[src/rtl/ptr_sync_pkg.sv]
// Shared constants and Gray/binary helpers for the pointer synchronisers.
// Helpers take zero-extended values; a narrower pointer simply leaves its upper bits 0.
package ptr_sync_pkg;

    localparam int MIN_SYNC_STAGES = 2;
    localparam int MAX_PTR_WIDTH   = 64;

    function automatic logic [MAX_PTR_WIDTH-1:0] gray2bin(input logic [MAX_PTR_WIDTH-1:0] gray);
        logic [MAX_PTR_WIDTH-1:0] bin;
        bin = gray;
        for (int i = MAX_PTR_WIDTH - 2; i >= 0; i--) begin
            bin[i] = bin[i+1] ^ gray[i];
        end
        return bin;
    endfunction

    function automatic logic [MAX_PTR_WIDTH-1:0] bin2gray(input logic [MAX_PTR_WIDTH-1:0] bin);
        return bin ^ (bin >> 1);
    endfunction

    function automatic bit params_ok(input int bus_width, input int num_stages);
        return (bus_width >= 2) && (num_stages >= MIN_SYNC_STAGES);
    endfunction

endpackage

[src/rtl/ptr_sync_ch.sv]
// One pointer channel: Gray flop chain, Gray-to-binary, and change/delta stage.
// PTR_SYNC_BIN_REG_EN adds a register after the conversion (one extra cycle on sync_bin/changed/delta).
module ptr_sync_ch
    import ptr_sync_pkg::*;
#(
    parameter int BUS_WIDTH  = 8,
    parameter int NUM_STAGES = 2
) (
    input  logic                 CLK,
    input  logic                 RST,
    input  logic [BUS_WIDTH-1:0] unsync_gray,
    output logic [BUS_WIDTH-1:0] sync_gray,
    output logic [BUS_WIDTH-1:0] sync_bin,
    output logic                 changed,
    output logic [BUS_WIDTH-1:0] delta
);

    if (!params_ok(BUS_WIDTH, NUM_STAGES)) begin : g_param_err
        $error("ptr_sync_ch: need BUS_WIDTH >= 2 and NUM_STAGES >= MIN_SYNC_STAGES");
    end

    logic [NUM_STAGES-1:0][BUS_WIDTH-1:0] stage_r;
    logic [BUS_WIDTH-1:0]                 bin_comb_s;
    logic [BUS_WIDTH-1:0]                 bin_src_s;
    logic [BUS_WIDTH-1:0]                 prev_r;
    logic                                 changed_r;
    logic [BUS_WIDTH-1:0]                 delta_r;

    // Synchroniser chain: pure flop-to-flop, stage 0 captures the async input.
    always_ff @(posedge CLK or negedge RST) begin
        if (!RST) begin
            stage_r <= '0;
        end else begin
            stage_r <= {stage_r[NUM_STAGES-2:0], unsync_gray};
        end
    end

    assign sync_gray = stage_r[NUM_STAGES-1];

    // Each binary bit is the XOR of all Gray bits at and above it.
    for (genvar i = 0; i < BUS_WIDTH; i++) begin : g_conv
        assign bin_comb_s[i] = ^stage_r[NUM_STAGES-1][BUS_WIDTH-1:i];
    end

`ifdef PTR_SYNC_BIN_REG_EN
    logic [BUS_WIDTH-1:0] bin_r;

    // Retiming flop that breaks the XOR prefix away from the change/delta logic.
    always_ff @(posedge CLK or negedge RST) begin
        if (!RST) begin
            bin_r <= '0;
        end else begin
            bin_r <= bin_comb_s;
        end
    end

    assign bin_src_s = bin_r;
`else
    assign bin_src_s = bin_comb_s;
`endif

    assign sync_bin = bin_src_s;

    // Modular subtraction makes wrap-around and multi-count jumps report the true distance.
    always_ff @(posedge CLK or negedge RST) begin
        if (!RST) begin
            prev_r    <= '0;
            changed_r <= 1'b0;
            delta_r   <= '0;
        end else begin
            prev_r    <= bin_src_s;
            changed_r <= (bin_src_s != prev_r);
            delta_r   <= bin_src_s - prev_r;
        end
    end

    assign changed = changed_r;
    assign delta   = delta_r;

endmodule

[src/rtl/ptr_sync_multi.sv]
// Multi-channel Gray pointer synchroniser; NUM_CH independent ptr_sync_ch slices.
// PTR_SYNC_BIN_REG_EN (see ptr_sync_ch) registers sync_bin for timing at wide BUS_WIDTH.
module ptr_sync_multi
    import ptr_sync_pkg::*;
#(
    parameter int BUS_WIDTH  = 8,
    parameter int NUM_STAGES = 2,
    parameter int NUM_CH     = 1
) (
    input  logic                        CLK,
    input  logic                        RST,
    input  logic [NUM_CH*BUS_WIDTH-1:0] unsync_gray,
    output logic [NUM_CH*BUS_WIDTH-1:0] sync_gray,
    output logic [NUM_CH*BUS_WIDTH-1:0] sync_bin,
    output logic [NUM_CH-1:0]           changed,
    output logic [NUM_CH*BUS_WIDTH-1:0] delta
);

    for (genvar c = 0; c < NUM_CH; c++) begin : g_ch
        ptr_sync_ch #(
            .BUS_WIDTH  (BUS_WIDTH),
            .NUM_STAGES (NUM_STAGES)
        ) u_ch (
            .CLK         (CLK),
            .RST         (RST),
            .unsync_gray (unsync_gray[c*BUS_WIDTH +: BUS_WIDTH]),
            .sync_gray   (sync_gray[c*BUS_WIDTH +: BUS_WIDTH]),
            .sync_bin    (sync_bin[c*BUS_WIDTH +: BUS_WIDTH]),
            .changed     (changed[c]),
            .delta       (delta[c*BUS_WIDTH +: BUS_WIDTH])
        );
    end

endmodule

[config.mk]
export PLATFORM = sky130hd
export DESIGN_NAME = ptr_sync_multi
export DESIGN_NICKNAME = d
export VERILOG_FILES = /design/src/rtl/ptr_sync_pkg.sv /design/src/rtl/ptr_sync_ch.sv /design/src/rtl/ptr_sync_multi.sv
export SDC_FILE = /design/constraint.sdc
export NUM_CORES = 1
export LEC_CHECK = 0
export ABC_AREA = 1
export CAP_MARGIN = 20
export CORE_ASPECT_RATIO = 0.7
export CORE_UTILIZATION = 53
export CTS_CLUSTER_DIAMETER = 200
export DETAILED_ROUTE_END_ITERATION = 8
export MAX_ROUTING_LAYER = met4
export PLACE_DENSITY_LB_ADDON = 0.12
export SLEW_MARGIN = 20
export SYNTH_ARGS = -nofsm -noshare
export SYNTH_HDL_FRONTEND = slang
export SYNTH_SLANG_ARGS = --single-unit
[constraint.sdc]
create_clock -name CLK -period 3.6 [get_ports CLK]
set_clock_uncertainty 0.15 [all_clocks]
set_input_delay 0.9 -clock CLK [delete_from_list [all_inputs] [get_ports CLK]]
set_output_delay 0.9 -clock CLK [all_outputs]
set_load 0.01 [all_outputs]
Yosys cells after proc, flatten, opt, wreduce, memory -nomap -nowiden
Index checks and enable logic that the tools add are counted.

word-level totals
  input bits = 10
  output and inout bits = 25
  bits in registers = 33
  word-level logic and storage cells = 14

cells by class
  reduce and logical (&&, ||, !) cells = 7
  add/subtract/negate cells = 1
  equal/unequal tests = 1

operators by type and width
  operator           count
  $ne A8 B8 Y1       1
  $reduce_xor A8 Y1  1
  $sub A8 B8 Y8      1
  $reduce_xor A7 Y1  1
  $reduce_xor A6 Y1  1
  $reduce_xor A5 Y1  1
  $reduce_xor A4 Y1  1
  $reduce_xor A3 Y1  1
  $reduce_xor A2 Y1  1

Logic depth before layout (Yosys ltp)
  depth after elaboration = 2
  depth in mapped cells = 17

Least setup slack after synthesis
No wires, ideal clock.

  path kind = register to register
  start = register g_ch[0].u_ch.stage_r, in the netlist g_ch[0].u_ch.sync_gray[7]
  end = register g_ch[0].u_ch.delta_r[6]
  arrival = 1.921 ns
  setup slack = 1.413 ns
  data required time = 3.334 ns
  stages on the path, launching flop included = 16
  path buffers = 0
  cells stage by stage = dfrtp_1 inv_1 nand2_1 nand2_2 nand2_1 nand2_2 nand2_1 nand2_1 ha_1 fa_1 inv_1 nand2_1 nand2_1 nand3b_1 nand3_1 nand2_1

on the way
  cells in the longest elaborated chain, start to end = 2
  elaborated cells between the ends (all ways) = 8
  those cells by class = add/sub (1); reduce/logical (7)

ends and longest elaborated chain
  what                    line                  text
  from (decl)             ptr_sync_ch.sv:22     logic [NUM_STAGES-1:0][BUS_WIDTH-1:0] stage_r;
  from (signal assigned)  ptr_sync_ch.sv:34     stage_r <= {stage_r[NUM_STAGES-2:0], unsync_gray};
  $reduce_xor A2 Y1       ptr_sync_ch.sv:42     assign bin_comb_s[i] = ^stage_r[NUM_STAGES-1][BUS_WIDTH-1:i];
  net sync_bin[6]         ptr_sync_multi.sv:14  output logic [NUM_CH*BUS_WIDTH-1:0] sync_bin,
  $sub A8 B8 Y8           ptr_sync_ch.sv:73     delta_r <= bin_src_s - prev_r;
  to (signal assigned)    ptr_sync_ch.sv:73
  to (decl)               ptr_sync_ch.sv:27     logic [BUS_WIDTH-1:0] delta_r;

The timed path passes the listed nets, and every way through them passes these cells.

Worst setup path in the final report
  start = register g_ch[0].u_ch.stage_r, in the netlist g_ch[0].u_ch.sync_gray[7]
  end = output sync_bin[2]

on the way
  cells in the longest elaborated chain, start to end = 1

ends and longest elaborated chain
  what               line
  $reduce_xor A6 Y1  ptr_sync_ch.sv:42
  to (decl)          ptr_sync_multi.sv:14

Every way passes these cells.

==> impl_metrics.json <==
{
  "io_buffers": 34,
  "wirelength_um": 2550,
  "htree_levels": 2,
  "yosysMostFrequentCell": "nand2_1",
  "grt_pass1_wl_um": 4130,
  "period_minus_slack_ps": 3030,
  "startpoint": "g_ch[0].u_ch.sync_gray[7]$_DFF_PN0_",
  "period_share": 0.842,
  "cts-root-buf": "clkbuf_8",
  "dp_slack_ps": 871,
  "gp_congestion": 0.865,
  "yosysUniqueCellTypes": 17,
  "synth_cells": 187,
  "tns_ps": 0,
  "synthTopCellsByArea": "dfrtp_1 52%, nand2_1 20%, inv_1 6.1%",
  "hpwl_um": 2010,
  "met1_length_um": 1070,
  "diodes": 0,
  "p_per_area_nw_per_um2": 541,
  "maxCapViolCount": 0,
  "cp_slowest_cell": "clkdlybuf4s50_1",
  "worstPathRequired_ps": 2550,
  "grt_max_degree": 34,
  "grt.overflow.total": 0,
  "synth_fp_nets": 205,
  "rr_startpoint": "g_ch[0].u_ch.sync_gray[7]$_DFF_PN0_",
  "setup_slack_ps": 569,
  "worst_slew_pin_slew_ps": 408,
  "synth-seq-area-share": 0.520,
  "first_global_vias": 987,
  "cp-end-kind": "primary output",
  "ir_drop_uv": 300,
  "wl_met3_um": 163,
  "hold_viol": 0,
  "synth_area_leader_cell": "dfrtp_1",
  "syn_area_um2": 1590,
  "dieHeight_um": 47.8,
  "drcViolationCount": 0,
  "status": "finished, final reports clean",
  "max_freq_mhz": 330,
  "ys_ff_latch": 33,
  "p_leak_nw": 1.08,
  "wl_met2_um": 1280,
  "die_x_um": 67.4,
  "drtPass1Iterations": 4,
  "worstPathCellList": "inv_1 > nand2_1 > nand2_2 > nand2_1 > nand2_2 > nand2_1 > nand2_1 > clkdlybuf4s50_1",
  "timing.rr.end": "g_ch[0].u_ch.delta[6]$_DFF_PN0_",
  "ff2ff_path_depth": 15,
  "clk_path_buf_depth": 2,
  "reg2reg_slack_ps": 1210,
  "top_layer": "met4",
  "power_mw": 1.09,
  "cp_slowest_stage_delay_ps": 550,
  "antenna_found_initial": 0,
  "drv_slew": 0,
  "via_count": 1197,
  "cts-buffers-inserted": 5,
  "ys.flop_type": "dfrtp_1",
  "clk_latency_ps": 280,
  "drive_gt1_frac": 0.0727,
  "wl_per_cell_um": 9.98,
  "dr.first_iter.drc_count": 29,
  "die-area_um2": 3220,
  "tritoncts": "done",
  "ant_nets": 0,
  "clock_sinks": 33,
  "cts_resized": 0,
  "async_flop_share": 1.00,
  "whs_ps": 198,
  "worstSetupPathType": "reg2out",
  "synth-edff-count": 0,
  "postCtsHoldBufs": 0,
  "ys_warn_count": 0,
  "routed_via_density": 4.68,
  "path_common_cell": "nand2_1",
  "core_um2": 2820,
  "setup_viol": 0,
  "start_util": 0.563,
  "cts.reportedPaths.clkPinSlew_ps": 60,
  "setup.worst_path.end": "sync_bin[2]",
  "nFillCells": 236,
  "hold_class": "reg2reg",
  "synth.top_cell.area_share": 0.520,
  "cp_max_fo": 7,
  "nets": 238,
  "ios": 35,
  "grt_usage": 0.195,
  "area_delta_synth_final_pct": 27.0,
  "rows": 16,
  "startpoint_type": "flop",
  "crit_arrival_ps": 1980,
  "cts_setup_buffers": 0,
  "rsz0062_at_grt": "false",
  "relSlewSlack": 0.728,
  "synth_common_cells": "84 x nand2_1, 33 x dfrtp_1, 26 x inv_1, 9 x buf_4, 7 x ha_1",
  "syn_avg_cell_area_um2": 8.49
}
==> per-layer routing <==
metal | track usage | vias to the layer above
met1 | 0.203 | 546
met5 | - | -
li1 | - | 611
met2 | 0.322 | 32
met4 | 0.102 | 0
met3 | 0.0857 | 8
==> cell families (layout without fill, tap and decap cells) <==
logic type,count (synthesis),after routing,share of synthesized area
AO/OA/AOI/OAI,2,2,0.00630
XOR/XNOR,6,6,0.0378
adder cells (fa/ha/maj),8,8,0.0678
buffers and inverters,37,70,0.109
flip-flops,33,33,0.520
AND/OR/NAND/NOR,101,101,0.259
==> metrics by stage <==
stage	utilization	cells	instance area (um2)
6_report	0.715	256	2020
2_1_floorplan	-	187	1590
5_1_grt	0.715	256	2020
3_3_place_gp	0.678	249	1910
4_1_cts	0.715	256	2020
3_5_place_dp	0.678	249	1910
==> area by class of cell <==
class	count	area [um2]	share of cell area
flip-flops and latches	33	826	0.409
multi-input cells	117	589	0.292
repair buffers	35	348	0.172
inverters	28	105	0.0521
clock buffers	5	68.8	0.0341
well taps	36	45.0	0.0223
clock inverters	2	35.0	0.0174
==> worst min path at each step <==
stage | start | to | slack [ps] | cells after the start
global route | g_ch[0].u_ch.stage_r[3]$_DFF_PN0_ | g_ch[0].u_ch.sync_gray[3]$_DFF_PN0_ | 210 | 0
CTS | g_ch[0].u_ch.stage_r[3]$_DFF_PN0_ | g_ch[0].u_ch.sync_gray[3]$_DFF_PN0_ | 200 | 0
global placement | g_ch[0].u_ch.stage_r[0]$_DFF_PN0_ | g_ch[0].u_ch.sync_gray[0]$_DFF_PN0_ | 180 | 0
detailed placement | g_ch[0].u_ch.stage_r[3]$_DFF_PN0_ | g_ch[0].u_ch.sync_gray[3]$_DFF_PN0_ | 180 | 0
finish | g_ch[0].u_ch.stage_r[4]$_DFF_PN0_ | g_ch[0].u_ch.sync_gray[4]$_DFF_PN0_ | 200 | 0
floorplan | g_ch[0].u_ch.stage_r[0]$_DFF_PN0_ | g_ch[0].u_ch.sync_gray[0]$_DFF_PN0_ | 180 | 0
==> state kept, by name, indices dropped and copies added (netlist names) <==
signal               flops
g_ch.u_ch.prev_r         8
g_ch.u_ch.delta          8
g_ch.u_ch.sync_gray      8
g_ch.u_ch.stage_r        8
g_ch.u_ch.changed        1
==> critical path: cells and delay by family (launching register included) <==
| kind | cells | cell delay [ps] |
|---|---|---|
| buf+inv | 2 | 660 |
| flops | 1 | 440 |
| simple gates | 6 | 590 |
==> cell usage in the layout, fill, tap and decap left out <==
cell and n:
nand2_1 84, clkdlybuf4s50_1 34, dfrtp_1 33, inv_1 26, ha_1 7, nand2_2 5, clkbuf_8 5, xnor2_1 4
nand3_1 4, nor2_1 3, inv_2 2, a21oi_1 2, or2_1 2, nand3b_1 2, xor2_2 1, xor2_1 1
nand4_1 1, fa_1 1, bufinv_16 1, clkinv_2 1, buf_4 1
==> where the power goes <==
part           internal [mW]  switching [mW]
Clock                  0.201           0.126
Combinational          0.162           0.158
Sequential             0.424          0.0192
No activity file was read; power rests on OpenSTA's default activity.
